===== config.mk =====
export PLATFORM = sky130hd
export DESIGN_NAME = seg_scan_decoder
export DESIGN_NICKNAME = d
export VERILOG_FILES = /design/src/rtl/seg_scan_decoder.sv
export SDC_FILE = /design/constraint.sdc
export NUM_CORES = 1
export LEC_CHECK = 0
export CORE_UTILIZATION = 36
export DETAILED_ROUTE_END_ITERATION = 12
export GPL_ROUTABILITY_DRIVEN = 0
export GPL_TIMING_DRIVEN = 0
export HOLD_SLACK_MARGIN = 0.02
export PLACE_DENSITY = 0.58
export SYNTH_ARGS = -nofsm -noshare
export SYNTH_HDL_FRONTEND = slang
export SYNTH_SLANG_ARGS = --single-unit

===== constraint.sdc =====
create_clock -name clk -period 4.7 [get_ports clk]
set_input_delay 0.94 -clock clk [delete_from_list [all_inputs] [get_ports clk]]
set_output_delay 0.94 -clock clk [all_outputs]
set_load 0.05 [all_outputs]

===== src/rtl/seg_scan_decoder.sv =====
// seg_scan_decoder: receive side of a multiplexed 7-segment scan bus.
// Snoops the active-low segment/enable lines and rebuilds the 8 BCD digits
// being displayed.
//
// Ports:
//   clk, rst         system clock, asynchronous active-high reset
//   segment[7:0]     {a,b,c,d,e,f,g,DP}, active low
//   enable[7:0]      digit7..digit0 select, active low, one-hot-low when legal
//   digit7..digit0   decoded value per position (0-9, F blank, E undecodable)
//   digit_valid      position captured since reset/timeout
//   update           one-cycle pulse per capture
//   frame_done       one-cycle pulse when all 8 positions have been captured
//   err              one-cycle pulse on illegal enable or undecodable segments
//   dp[7:0]          captured decimal points (only with SEG_SCAN_DP_CAPTURE_EN)
//
// Optional feature macro: SEG_SCAN_DP_CAPTURE_EN.
module seg_scan_decoder #(
    parameter int unsigned SETTLE_CYCLES  = 4,
    parameter int unsigned TIMEOUT_CYCLES = 1000000
) (
    input  logic       clk,
    input  logic       rst,
    input  logic [7:0] segment,
    input  logic [7:0] enable,
    output logic [3:0] digit7,
    output logic [3:0] digit6,
    output logic [3:0] digit5,
    output logic [3:0] digit4,
    output logic [3:0] digit3,
    output logic [3:0] digit2,
    output logic [3:0] digit1,
    output logic [3:0] digit0,
    output logic [7:0] digit_valid,
    output logic       update,
    output logic       frame_done,
`ifdef SEG_SCAN_DP_CAPTURE_EN
    output logic [7:0] dp,
`endif
    output logic       err
);

    localparam int unsigned CntW = $clog2(SETTLE_CYCLES + 1);
    localparam int unsigned ToW  = $clog2(TIMEOUT_CYCLES);
    localparam logic [CntW-1:0] SettleMax = CntW'(SETTLE_CYCLES);
    localparam logic [ToW-1:0]  ToMax     = ToW'(TIMEOUT_CYCLES - 1);

    typedef enum logic [1:0] {StIdle, StSettle, StHeld} state_e;

    state_e          state_q, state_d;
    logic [15:0]     sync1_q, sync2_q, prev_q;
    logic [CntW-1:0] cnt_q, cnt_d;
    logic [ToW-1:0]  to_q, to_d;
    logic [7:0][3:0] digits_q, digits_d;
    logic [7:0]      valid_q, valid_d, seen_q, seen_d;
    logic            update_q, update_d, frame_q, frame_d, err_q, err_d;
`ifdef SEG_SCAN_DP_CAPTURE_EN
    logic [7:0]      dp_q, dp_d;
`endif

    logic [7:0] en, prev_en;
    logic       chg, legal, multi, prev_multi, reach, capture;
    logic [2:0] pos;
    logic [3:0] dec;

    function automatic logic [3:0] seg_decode(input logic [6:0] s);
        logic [3:0] v;
        case (s)
            7'b0000001: v = 4'd0;
            7'b1001111: v = 4'd1;
            7'b0010010: v = 4'd2;
            7'b0000110: v = 4'd3;
            7'b1001100: v = 4'd4;
            7'b0100100: v = 4'd5;
            7'b0100000: v = 4'd6;
            7'b0001111: v = 4'd7;
            7'b0000000: v = 4'd8;
            7'b0000100: v = 4'd9;
            7'b1111111: v = 4'hF;
            default:    v = 4'hE;
        endcase
        return v;
    endfunction

    always_comb begin
        en         = sync2_q[15:8];
        prev_en    = prev_q[15:8];
        chg        = (sync2_q != prev_q);
        legal      = $onehot(~en);
        multi      = !legal && (en != 8'hFF);
        prev_multi = !$onehot(~prev_en) && (prev_en != 8'hFF);
        dec        = seg_decode(sync2_q[7:1]);
        pos        = 3'd0;
        for (int i = 0; i < 8; i++) begin
            if (!en[i]) pos = 3'(i);
        end
    end

    // Stability counter: length of the current run of identical samples.
    always_comb begin
        cnt_d = cnt_q;
        if (chg) begin
            cnt_d = CntW'(1);
        end else if (cnt_q != SettleMax) begin
            cnt_d = cnt_q + CntW'(1);
        end
    end

    // Capture happens only on the edge where the run length first reaches
    // SETTLE_CYCLES; once saturated the run never re-triggers.
    assign reach   = (cnt_d == SettleMax) && (chg || (cnt_q != SettleMax));
    assign capture = legal && reach;

    always_comb begin
        state_d = state_q;
        if (!legal) begin
            state_d = StIdle;
        end else if (capture) begin
            state_d = StHeld;
        end else if (chg || (state_q == StIdle)) begin
            state_d = StSettle;
        end
    end

    always_comb begin
        digits_d = digits_q;
        valid_d  = valid_q;
        seen_d   = seen_q;
        to_d     = to_q;
        update_d = 1'b0;
        frame_d  = 1'b0;
        // Illegal enable reports once, on the first cycle of a multi-zero run.
        err_d    = multi && !prev_multi;
`ifdef SEG_SCAN_DP_CAPTURE_EN
        dp_d     = dp_q;
`endif
        if (capture) begin
            digits_d[pos] = dec;
            valid_d[pos]  = 1'b1;
            seen_d[pos]   = 1'b1;
            update_d      = 1'b1;
            err_d         = (dec == 4'hE);
            to_d          = '0;
`ifdef SEG_SCAN_DP_CAPTURE_EN
            dp_d[pos]     = ~sync2_q[0];
`endif
            if (seen_d == 8'hFF) begin
                frame_d = 1'b1;
                seen_d  = 8'h00;
            end
        end else if (to_q == ToMax) begin
            to_d    = '0;
            valid_d = 8'h00;
            seen_d  = 8'h00;
        end else begin
            to_d = to_q + ToW'(1);
        end
    end

    always_ff @(posedge clk or posedge rst) begin
        if (rst) begin
            sync1_q  <= 16'hFFFF;
            sync2_q  <= 16'hFFFF;
            prev_q   <= 16'hFFFF;
            state_q  <= StIdle;
            cnt_q    <= '0;
            to_q     <= '0;
            digits_q <= {8{4'hF}};
            valid_q  <= 8'h00;
            seen_q   <= 8'h00;
            update_q <= 1'b0;
            frame_q  <= 1'b0;
            err_q    <= 1'b0;
`ifdef SEG_SCAN_DP_CAPTURE_EN
            dp_q     <= 8'h00;
`endif
        end else begin
            sync1_q  <= {enable, segment};
            sync2_q  <= sync1_q;
            prev_q   <= sync2_q;
            state_q  <= state_d;
            cnt_q    <= cnt_d;
            to_q     <= to_d;
            digits_q <= digits_d;
            valid_q  <= valid_d;
            seen_q   <= seen_d;
            update_q <= update_d;
            frame_q  <= frame_d;
            err_q    <= err_d;
`ifdef SEG_SCAN_DP_CAPTURE_EN
            dp_q     <= dp_d;
`endif
        end
    end

    assign digit7      = digits_q[7];
    assign digit6      = digits_q[6];
    assign digit5      = digits_q[5];
    assign digit4      = digits_q[4];
    assign digit3      = digits_q[3];
    assign digit2      = digits_q[2];
    assign digit1      = digits_q[1];
    assign digit0      = digits_q[0];
    assign digit_valid = valid_q;
    assign update      = update_q;
    assign frame_done  = frame_q;
    assign err         = err_q;
`ifdef SEG_SCAN_DP_CAPTURE_EN
    assign dp          = dp_q;
`endif

endmodule


After elaboration in Yosys (flattened, before gate mapping)

Index checks and enable logic that the tools add are counted.

Register bits after elaboration: 122
Bits of input ports: 18
Output and inout port bits: 43
Word-level logic and storage cells: 97

Add/subtract/negate cells: 16
Order comparisons: 2
Equality and inequality tests: 20
Multiplexer cells: 25
Bitwise logic cells: 4
Reduce and logical (&&, ||, !) cells: 12

Operator list:

| cell                                                | count |
|---|---|
| case mux 4 bit (11 select lines)                    | 1 |
| two-way mux 20 bit                                  | 2 |
| bitwise mux 32 bit                                  | 1 |
| two-way mux 8 bit                                   | 4 |
| two-way mux 3 bit                                   | 8 |
| equality test 7 bit, second input constant          | 3 |
| adder 20 x 1 -> 20 bit, second input constant       | 1 |
| equality test 20 bit, second input constant         | 1 |
| adder 1 x 1 -> 2 bit                                | 8 |
| inequality test 16 bit                              | 1 |
| inequality test 8 bit, second input constant        | 2 |
| NOT 8 bit                                           | 2 |
| bitwise OR 8 bit                                    | 2 |
| equality test 7 x 3 -> 1 bit, second input constant | 2 |
| equality test 7 x 6 -> 1 bit, second input constant | 2 |
| adder 2 x 2 -> 3 bit                                | 4 |
| demux 4 bit (select 3 bit)                          | 1 |
| adder 3 x 3 -> 4 bit                                | 2 |
| equality test 4 x 1 -> 1 bit, second input constant | 2 |
| equality test 8 bit, second input constant          | 1 |
| equality test 7 x 1 -> 1 bit, second input constant | 1 |
| equality test 7 x 4 -> 1 bit, second input constant | 1 |
| equality test 7 x 5 -> 1 bit, second input constant | 1 |
| zero test 7 bit                                     | 1 |
| other kinds (13)                                    | 25 |

Logic depth before layout (Yosys ltp)

Gate-level depths: netlist of the first run.

Depth in word-level cells: 15
Mapped depth: 14

Worst setup path after synthesis of the first run

OpenSTA, ideal clock, no wires.

Path type: flip-flop to flip-flop
From: register sync2_q[9]
To: register digits_q, in the netlist digit7[2]
Setup time: 82 ps
Arrival time: 3865 ps
Data required time: 4618 ps
Setup slack: 752 ps
Stages on the path, launching flop included: 13
Cell sequence: dfstp_2 fa_1 inv_1 fa_1 fa_1 ha_1 inv_1 fa_1 and4b_1 o21ai_0 or2_2 nor3_4 mux2_2

Word-level cells in the longest chain between the ends: 12

RTL lines:

| item                                                                                                                    | line | text |
|---|---|---|
| from (decl)                                                                                                             | 50   | `logic [15:0] sync1_q, sync2_q, prev_q;` |
| from (signal assigned)                                                                                                  | 178  | `sync2_q <= sync1_q;` |
| two-way mux 1 bit                                                                                                       | 94   | `if (!en[i]) pos = 3'(i);` |
| two-way mux 3 bit (6 in a row)                                                                                          | 94   |  |
| less-than comparator 3 x 4 -> 1 bit (implied by the code) or greater-or-equal comparator 3 x 1 -> 1 bit (tied branches) | 137  | `digits_d[pos] = dec;` |
| logical AND 1 bit (implied by the code)                                                                                 | 137  |  |
| two-way mux 4 bit (implied by the code)                                                                                 | 137  |  |
| demux 4 bit (select 3 bit)                                                                                              | 137  |  |
| bitwise mux 32 bit                                                                                                      | 137  |  |
| to (signal assigned)                                                                                                    | 167  | `digits_q <= {8{4'hF}};` |
| to (signal assigned)                                                                                                    | 183  | `digits_q <= digits_d;` |
| to (decl)                                                                                                               | 53   | `logic [7:0][3:0] digits_q, digits_d;` |

Parallel ways exist; a longest one is shown, timed or not.
A chain may end at the register's enable or synchronous reset.

Worst setup path after layout of the first run

From: register sync2_q[11]
To: register digits_q, in the netlist digit0[1]

Word-level cells in the longest chain between the ends: 10

RTL lines:

| item                                                                                                                    | line |
|---|---|
| two-way mux 3 bit (5 in a row)                                                                                          | 94 |
| less-than comparator 3 x 4 -> 1 bit (implied by the code) or greater-or-equal comparator 3 x 1 -> 1 bit (tied branches) | 137 |
| logical AND 1 bit (implied by the code)                                                                                 | 137 |
| two-way mux 4 bit (implied by the code)                                                                                 | 137 |
| demux 4 bit (select 3 bit)                                                                                              | 137 |
| bitwise mux 32 bit                                                                                                      | 137 |

Parallel ways exist; a longest one is shown, timed or not.

==> results of run 1 <==
[sequential cells by signal (all words and copies together), names as in the netlist]
register	cells
to_q	20
prev_q	16
sync1_q	16
sync2_q	16
digit_valid	8
seen_q	8
digit0	4
digit1	4
digit2	4
digit3	4
digit4	4
digit5	4
digit6	4
digit7	4
cnt_q	3
err	1
frame_done	1
update	1
[through the flow]
stage	power [mW]	area, um^2	hold WS (ps)	setup TNS, ps	setup slack [ps]
2_1_floorplan	1.25	5700	345	0	650
3_3_place_gp	1.30	6570	345	-41890	-1000
3_5_place_dp	1.31	6600	347	0	294
4_1_cts	2.56	7170	352	0	268
5_1_grt	2.63	7170	354	0	72.5
6_report	2.53	7170	350	0	275
[how the worst min path moves through the flow]
stage	depth (start not counted)	endpoint
after floorplan	0	sync2_q[0]$_DFF_PP1_
after global placement	0	sync2_q[7]$_DFF_PP1_
after detailed placement	0	sync2_q[2]$_DFF_PP1_
after CTS	0	sync2_q[10]$_DFF_PP1_
after global routing	0	sync2_q[10]$_DFF_PP1_
final	0	sync2_q[10]$_DFF_PP1_
[area by class of cell]
class	count	area, um^2
buffer	24	161
clock buffer	27	546
clock inverter	4	27.5
fill	1422	8140
inverter	29	114
multi-input combinational	306	2280
sequential	122	3150
tap	211	264
timing repair buffer	61	628
[cell usage in the layout, fill, tap and decap left out, drive strengths merged, types with 12 or more instances in the layout]
cell	n
mux2	16
a31oi	29
dfrtp	42
buf	22
nand3	25
xnor2	12
dfstp	80
clkbuf	30
nor4	13
clkdlybuf4s50	60
nor2	35
nand2	24
inv	29
xor2	24
[critical path, stage by stage, from the launching register on]
cell and delay (ps):
dfstp_2 610, fa_1 440, inv_1 80, fa_1 420, fa_1 500, ha_1 180, inv_1 60, fa_1 490
and4b_1 260, o21ai_0 150, nor2_2 330, buf_4 250, buf_2 240, a31oi_1 120, a31oi_1 200
[power groups by stage]
| stage | Clock, mW | Combinational (mW) | Sequential (mW) |
|---|---|---|---|
| finish | 1.23 | 0.181 | 1.11 |
| global route | 1.31 | 0.208 | 1.12 |
| CTS | 1.27 | 0.185 | 1.11 |
| detailed placement | 0 | 0.183 | 1.13 |
| global placement | 0 | 0.172 | 1.13 |
| floorplan | 0 | 0.114 | 1.13 |
[kinds of logic (layout without fill, tap and decap cells)]
logic type      Yosys count  count (layout)
compound gates           81              81
xor+xnor                 36              36
fa+ha+maj                19              19
buf+inv                  53             145
flops                   122             122
mux                      18              18
simple gates            152             152
[metal layers]
metal / global-route usage (%) / up-vias
met1: 20.2 / 1983
met3: 5.93 / 22
li1: - / 1878
met4: 7.96 / 0
met5: 0 / -
met2: 27.9 / 101
==> flow_summary.json, run 1 <==
{
  "status": "finished clean",
  "syn_inst": 481,
  "vias_per_cell": 5.08,
  "post_cts_buffers": 0,
  "vias": 3984,
  "synthMuxAreaShare_pct": 3.51,
  "die_area_um2": 16300,
  "start_kind": "flip-flop",
  "reg2reg_depth": 14,
  "antennaDiodeCount": 0,
  "die-height_um": 128,
  "htreeDepth": 4,
  "overflow": 0,
  "hpwl_um": 8950,
  "grt_pass1_vias": 4208,
  "critPathRequiredTime_ps": 5030,
  "rsz0062_at_grt": "false",
  "synth_top_family_by_area": "simple AND/OR/NAND/NOR gates",
  "drive_above_1_share_pct": 26.5,
  "yosysUniqueCellTypes": 70,
  "syn_avg_cell_area_um2": 11.9,
  "cts_resized": 0,
  "cts_made_buffers": 17,
  "finClkSkew_ps": 6.78,
  "period_share_pct": 94.2,
  "die_x_um": 128,
  "critPathArrivalTime_ps": 4750,
  "synth_flop_cell": "dfstp_2",
  "synth_edf_count": 0,
  "hp-start": "sync1_q[10]$_DFF_PP1_",
  "synth_top_area_cell": "dfstp_2",
  "finalSetupViolations": 0,
  "antenna_left": 0,
  "timing.reg2reg.setup_slack_ps": 270,
  "routedWlPerCell_um": 16.1,
  "core.rowCount": 45,
  "seq_area_frac_synth_pct": 55.3,
  "placed_cells": 753,
  "grt_max_degree": 92,
  "p_int_mw": 1.96,
  "numPortBuffers": 60,
  "timing.rr.end": "digit0[1]$_DFFE_PP1P_",
  "slew_headroom_pct": 41.6,
  "p_seq_share_pct": 44.1,
  "min_period_ps": 4430,
  "r2r_start": "sync2_q[11]$_DFF_PP1_",
  "cts_root_buf": "clkbuf_16",
  "synth.area.top_cells": "dfstp_2, dfrtp_1, xor2_1",
  "synth_fa_ha_area_share_pct": 5.22,
  "yosys-top-cells-count": "dfstp_2, dfrtp_1, nor2_1",
  "power_density_nw_per_um2": 352,
  "yosys_register_bits": 122,
  "final_nets": 598,
  "hp-class": "flip-flop to flip-flop",
  "path_max_fanout": 10,
  "synth_warnings": 0,
  "cts_tree": "built",
  "synth_compound_area_share_pct": 10.2,
  "report.final.slew_viol_count": 0,
  "drcViolationCount": 0,
  "dr.pass1.iters": 4,
  "m1WireLength_um": 5420,
  "p_sw_uw": 573,
  "cts_buffer_depth": 2,
  "highest_layer": "met4",
  "initialDrtViolationCount": 152,
  "core_um2": 15300,
  "grt_pass1_wl_um": 21300,
  "fin_cells": 784,
  "routed-wl-met3_um": 795,
  "num_io_pins": 61,
  "wl_met2_um": 6080,
  "endpoint_kind": "flip-flop",
  "yosys.area_share.simple_pct": 15.5,
  "tightest_slew_ps": 869,
  "netlist_area_um2": 5700,
  "p_leak_nw": 3.07,
  "antenna_found_initial": 0,
  "wl_um": 12600,
  "fmax_ghz": 0.226,
  "hold_viol": 0,
  "start_util_pct": 37.2,
  "startpoint": "sync2_q[11]$_DFF_PP1_",
  "grt_usage_pct": 17.1,
  "syn_nets": 518,
  "synth-xor-area-share_pct": 5.53,
  "synth.most_common_cell": "dfstp_2",
  "area_growth_pct": 25.8,
  "insertion_delay_ps": 410,
  "cp-endpoint": "digit0[1]$_DFFE_PP1P_",
  "crit_type": "flip-flop to flip-flop",
  "hold_buffers": 0,
  "p_sw_share_pct": 22.7,
  "yosysTopAreaCellShare_pct": 36.9,
  "power.share.combinational_pct": 7.2,
  "clk_pin_slew_ps": 50,
  "clkSinkCount": 122,
  "vdd_drop_max_v": 0.000219,
  "cap_violations": 0,
  "async_flop_share_pct": 100,
  "post-route-util_pct": 46.8,
  "power.share.clock_pct": 48.8
}
(Power assumes the default switching activity.)
==> run 2, diff against run 1 <==
==> constraint.sdc (replaced) <==
create_clock -name clk -period 4.7 [get_ports clk]
set_input_delay 0.94 -clock clk [delete_from_list [all_inputs] [get_ports clk]]
set_output_delay 0.94 -clock clk [all_outputs]
set_load 0.02 [all_outputs]
==> results of run 2 <==
Same layout as run 1 (identical final DEF). Status: finished clean.
Among the figures that moved: total power 2.53 mW -> 2.52 mW
